==> src/rtl/sd_sinc_filter.sv <==
// Decimating sinc1/2/3 (CIC) filter for the sigma-delta bitstream, one clock domain (SYSCLK).
// Optional threshold comparator on the result is compiled in with `define SDFM_FLT_CMP_EN.
module sd_sinc_filter #(
    parameter int DATA_W  = 25,
    parameter int SYNC_ST = 2
) (
    input  logic              SYSRSTn,
    input  logic              SYSCLK,
    input  logic              sd_dsd_in,
    input  logic              sd_clk_in,
    input  logic              sd_err,
    input  logic              reg_fen,
    input  logic [1:0]        reg_ford,
    input  logic [7:0]        reg_fosr,
    input  logic [DATA_W-1:0] reg_cmph,
    input  logic [DATA_W-1:0] reg_cmpl,
    output logic [DATA_W-1:0] flt_data,
    output logic              flt_ready,
    output logic              cmp_hi,
    output logic              cmp_lo
);

    logic [SYNC_ST-1:0] clk_sync_q, clk_sync_d;
    logic [SYNC_ST-1:0] dsd_sync_q, dsd_sync_d;
    logic               clk_edge_q, clk_edge_d;
    logic               strobe;
    logic               sample_bit;
    logic               clear;
    logic [1:0]         order;

    logic [7:0]         cnt_q, cnt_d;
    logic               dec_q, dec_d;
    logic [DATA_W-1:0]  i1_q, i1_d, i2_q, i2_d, i3_q, i3_d;
    logic [DATA_W-1:0]  p1_q, p1_d, p2_q, p2_d, p3_q, p3_d;
    logic [DATA_W-1:0]  tap, c1, c2, c3, result;
    logic [1:0]         settle_q, settle_d;
    logic               emit;

    logic [DATA_W-1:0]  flt_data_q, flt_data_d;
    logic               flt_ready_q, flt_ready_d;
    logic               cmp_hi_q, cmp_hi_d;
    logic               cmp_lo_q, cmp_lo_d;

    always_comb begin
        clk_sync_d = (clk_sync_q << 1) | SYNC_ST'(sd_clk_in);
        dsd_sync_d = (dsd_sync_q << 1) | SYNC_ST'(sd_dsd_in);
        clk_edge_d = clk_sync_q[SYNC_ST-1];
    end

    // A rising edge of the synchronized sample clock is one sample; data is taken on that cycle.
    assign strobe     = clk_sync_q[SYNC_ST-1] & ~clk_edge_q;
    assign sample_bit = dsd_sync_q[SYNC_ST-1];
    assign clear      = ~reg_fen | sd_err;

    always_comb begin
        case (reg_ford)
            2'b00:   order = 2'd1;
            2'b01:   order = 2'd2;
            default: order = 2'd3;
        endcase
    end

    always_comb begin
        cnt_d = cnt_q;
        dec_d = 1'b0;
        i1_d  = i1_q;
        i2_d  = i2_q;
        i3_d  = i3_q;
        if (clear) begin
            cnt_d = '0;
            i1_d  = '0;
            i2_d  = '0;
            i3_d  = '0;
        end else if (strobe) begin
            i1_d = i1_q + {{(DATA_W-1){1'b0}}, sample_bit};
            i2_d = i2_q + i1_q;
            i3_d = i3_q + i2_q;
            if (cnt_q >= reg_fosr) begin
                cnt_d = '0;
                dec_d = 1'b1;
            end else begin
                cnt_d = cnt_q + 8'd1;
            end
        end
    end

    always_comb begin
        case (order)
            2'd1:    tap = i1_q;
            2'd2:    tap = i2_q;
            default: tap = i3_q;
        endcase
        c1 = tap - p1_q;
        c2 = c1 - p2_q;
        c3 = c2 - p3_q;
        case (order)
            2'd1:    result = c1;
            2'd2:    result = c2;
            default: result = c3;
        endcase
    end

    assign emit = dec_q & ~clear & (settle_q >= order);

    // The first `order` decimations only prime the comb history and are not reported.
    always_comb begin
        p1_d        = p1_q;
        p2_d        = p2_q;
        p3_d        = p3_q;
        settle_d    = settle_q;
        flt_data_d  = flt_data_q;
        flt_ready_d = 1'b0;
        if (clear) begin
            p1_d     = '0;
            p2_d     = '0;
            p3_d     = '0;
            settle_d = '0;
        end else if (dec_q) begin
            p1_d = tap;
            if (order >= 2'd2) p2_d = c1;
            if (order == 2'd3) p3_d = c2;
            if (settle_q < order) begin
                settle_d = settle_q + 2'd1;
            end else begin
                flt_data_d  = result;
                flt_ready_d = 1'b1;
            end
        end
    end

`ifdef SDFM_FLT_CMP_EN
    always_comb begin
        cmp_hi_d = cmp_hi_q;
        cmp_lo_d = cmp_lo_q;
        if (clear) begin
            cmp_hi_d = 1'b0;
            cmp_lo_d = 1'b0;
        end else if (emit) begin
            cmp_hi_d = result > reg_cmph;
            cmp_lo_d = result < reg_cmpl;
        end
    end
`else
    logic unused_cmp;
    assign unused_cmp = ^{reg_cmph, reg_cmpl, emit};

    always_comb begin
        cmp_hi_d = 1'b0;
        cmp_lo_d = 1'b0;
    end
`endif

    always_ff @(posedge SYSCLK or negedge SYSRSTn) begin
        if (!SYSRSTn) begin
            clk_sync_q  <= '0;
            dsd_sync_q  <= '0;
            clk_edge_q  <= 1'b0;
            cnt_q       <= '0;
            dec_q       <= 1'b0;
            i1_q        <= '0;
            i2_q        <= '0;
            i3_q        <= '0;
            p1_q        <= '0;
            p2_q        <= '0;
            p3_q        <= '0;
            settle_q    <= '0;
            flt_data_q  <= '0;
            flt_ready_q <= 1'b0;
            cmp_hi_q    <= 1'b0;
            cmp_lo_q    <= 1'b0;
        end else begin
            clk_sync_q  <= clk_sync_d;
            dsd_sync_q  <= dsd_sync_d;
            clk_edge_q  <= clk_edge_d;
            cnt_q       <= cnt_d;
            dec_q       <= dec_d;
            i1_q        <= i1_d;
            i2_q        <= i2_d;
            i3_q        <= i3_d;
            p1_q        <= p1_d;
            p2_q        <= p2_d;
            p3_q        <= p3_d;
            settle_q    <= settle_d;
            flt_data_q  <= flt_data_d;
            flt_ready_q <= flt_ready_d;
            cmp_hi_q    <= cmp_hi_d;
            cmp_lo_q    <= cmp_lo_d;
        end
    end

    assign flt_data  = flt_data_q;
    assign flt_ready = flt_ready_q;
    assign cmp_hi    = cmp_hi_q;
    assign cmp_lo    = cmp_lo_q;

endmodule

==> config.mk <==
export PLATFORM = sky130hd
export DESIGN_NAME = sd_sinc_filter
export DESIGN_NICKNAME = d
export VERILOG_FILES = /design/src/rtl/sd_sinc_filter.sv
export SDC_FILE = /design/constraint.sdc
export NUM_CORES = 1
export LEC_CHECK = 0
export CAP_MARGIN = 20
export CORE_MARGIN = 10
export CORE_UTILIZATION = 55
export DETAILED_ROUTE_END_ITERATION = 8
export PLACE_DENSITY = 0.75
export SETUP_SLACK_MARGIN = 0.1
export SLEW_MARGIN = 20
export SYNTH_ARGS = -nofsm -noshare
export SYNTH_HDL_FRONTEND = slang
export SYNTH_SLANG_ARGS = --single-unit
==> constraint.sdc <==
create_clock -name SYSCLK -period 6.64 [get_ports SYSCLK]
set_input_delay 1.66 -clock SYSCLK [delete_from_list [all_inputs] [get_ports SYSCLK]]
set_output_delay 1.66 -clock SYSCLK [all_outputs]
set_load 0.05 [all_outputs]
==> results.md <==
* Status: finished with violations
* Failing checks: setup timing
* Storage cell area at between 4000 and 5000 sq um
* Die Span X at 183 um
* Crit path max fanout at 5
* Skew final at ~25 ps
* Routed WL at 37300 um
* Clock buffer count from CTS at 17
* Most common flop cell mapped by yosys: dfrtp_1
* Average vias per placed instance at 5.78
* Setup WS pre-CTS at -985 ps
* Global-route wire length before repair at between 60000 and 70000 um
* Share of cells above drive strength 1 at 0.191
* Worst setup EP type: flip-flop
* R2R depth at 30
* Vert. Die Dim at roughly 180 um
* Gr ovfl total at 0
* Min Tclk post-route at 6990 ps
* Power Total at approximately 3.4 mW
* Hold Buf Count CTS at 0
* Num ports at 94
* Post-synth top area cell: dfrtp_1
* Synth top area share at 0.329
* Seq/Total Area, Yosys at 0.329
* Initial DRC count at 889
* Worst Max-Slew Pin Slew at slightly above 1000 ps
* Placed Instance Area at approximately 17000 sq um
* Final Cell Area at 18100 sq um
* Final Slew Violations at 0
* Required time of the critical path at a little under 7000 ps
* PortBufs at just over 40
* Clock net sink count at ~190
* P&R area growth vs syn at 23.7%
* Most frequent cell after synthesis: dfrtp_1
* Clock buffer depth at 2
* Startpoint class of the critical path: input pin
* Final non-filler cell total at between 2000 and 2500
* Power density cells at 190 nW/um^2
* Synthesized cell area at about 15000 sq um
* Synthesized instance count at approximately 1700
* ANT nets after route at 0
* Synth Register Bits at 192
* Syn avg cell area at 8.62 sq um
* Unrepaired setup endpoints after global routing: yes
* Most Frequent Cell on Critical Path: a21oi_2
* Yosys warns at 0
* Vias in the first global route at between 10000 and 15000
* Final RePlAce weighted congestion at a little under 1
* Maxcap violations at 0
* Initial Util at 0.559
* Post-synth top cells: dfrtp_1, nand2_1, a21oi_1
* Root buf cell: clkbuf_16
* WHS Path Cells at 0
* CP max stage delay at between 300 and 400 ps
* Worst Path Arrival at ~7300 ps
* Leak at 8.72 nW
* Routed WL per cell at between 15 and 20 um
* Layout Nets at 2148
* TritonRoute pass-1 iters at 7
* Asr flop ratio synth at 1.00
* Rel. slew slack at 0.316
* Vias at 13300
* Tcrit/Tclk final at 1.05
* Yosys cell types at approximately 70
* Crit-path slowest cell: fa_2
* Final number of hold-violating endpoints at 0
* Initial antenna violation count at 1
* Worst-path clk slew at about 80 ps
* DPL Wire Length at 26800 um
* Clock latency on the worst-skew pair at around 450 ps
* Row cnt at 59
* Die area at ~33000 sq um
* Crit Path Class: in -> reg
* Final setup vio count at 6
* Pin count of the biggest net entering global routing at between 100 and 150
* Multi-input logic area at 9470 sq um
* Synth area leaders: dfrtp_1, ha_1, a21oi_1
* Worst R2R Setup Slack at approximately 550 ps
* Setup ws final at -352 ps
* Placed insts at ~2200
* Post-synth EDFFs at 0
* VDD IR max at 0.181 mV
* Number of H-tree levels at 4
* CTS tree: yes
* Hold WC Path Type: reg -> reg
* Total track usage at 0.218
* Core box area at around 26000 sq um
* Drt drc at 0
* Filler cell count in the final layout at 2011
* Fmax at roughly 0.14 GHz
[worst max-delay path, delay by kind of cell]
| family | cells | cell delay, ps |
|---|---|---|
| and+or+nand+nor | 2 | 410 |
| muxes | 1 | 190 |
| adders and majority gates | 4 | 1220 |
| xor gates and xnor gates | 2 | 250 |
| buffers and inverters | 3 | 240 |
| AOI/OAI and AO/OA | 19 | 3310 |
[what timing repair did]
item,CTS,global route
hold endpoints to repair,0,0
buffers inserted,18,13
setup endpoints to repair,10,13
resized for setup,22,46
pin swaps,31,27
[metal layers]
metal	GRT usage	vias to the layer above	wire, um
met4	0.0849	0	1270
li1	-	6551	-
met2	0.380	329	18100
met1	0.271	6306	16300
met5	0	-	0
met3	0.0275	69	1620
[registers in the layout (all words and copies together) (netlist names), 8 cells and up]
signal / count
cnt_q: 8
flt_data: 25
p3_q: 25
i3_q: 25
p1_q: 25
i2_q: 25
p2_q: 25
i1_q: 25
[metrics by stage]
step,hold slack [ps],utilization,setup TNS (ps)
2_1_floorplan,331,-,-904
3_3_place_gp,337,0.649,-6170
3_5_place_dp,339,0.649,-7110
4_1_cts,359,0.681,-1030
5_1_grt,376,0.692,-3300
6_report,355,0.692,-1290
[cell usage in the layout, fill, tap and decap left out, types with 18 or more instances in the layout]
| master | n |
|---|---|
| buf_4 | 248 |
| clkdlybuf4s50_1 | 38 |
| nor2_1 | 127 |
| inv_1 | 115 |
| and3_1 | 29 |
| or3_1 | 18 |
| a22o_1 | 48 |
| nand2_1 | 175 |
| a21oi_1 | 130 |
| o21bai_1 | 20 |
| o21ai_0 | 90 |
| xor2_1 | 44 |
| nand3_1 | 29 |
| nor3_1 | 26 |
| mux2i_1 | 63 |
| a21oi_2 | 18 |
| xnor2_1 | 61 |
| dfrtp_1 | 192 |
| ha_1 | 128 |
| a21o_1 | 69 |
[power by group]
part           internal, mW  leakage (nW)  total (mW)  switching [mW]
clock                 0.518         0.291        1.05           0.527
sequential             1.17          2.67        1.17         0.00211
combinational         0.627          5.76        1.22           0.591
total                  2.32          8.72        3.44            1.12
[layout make-up]
class	instances	area share
Multi-Input combinational cell	1323	0.524
Clock buffer	18	0.0243
Sequential cell	192	0.266
Inverter	118	0.0245
Clock inverter	14	0.00879
Antenna cell	1	0.000138
Tap cell	335	0.0232
Timing Repair Buffer	293	0.129
[logic make-up after synthesis]
family,count (synthesis),share of synthesized area
XOR/XNOR,116,0.0706
adder cells (fa/ha/maj),137,0.120
flip-flops,192,0.329
multiplexers,69,0.0477
AO/OA/AOI/OAI,516,0.234
buffers and inverters,181,0.0470
other,1,0.000257
AND/OR/NAND/NOR,483,0.152
[worst paths after layout]
path	end	startpoint
max	flt_data[23]	reg_ford[0]
min	clk_sync_q[1]	clk_sync_q[0]
max reg2reg	flt_data[23]	i1_q[0]
min reg2reg	clk_sync_q[1]	clk_sync_q[0]
max in group asynchronous	i3_q[17]	SYSRSTn
min in group asynchronous	flt_data[2]	SYSRSTn
Note: power is estimated with default switching activity, not from simulation.
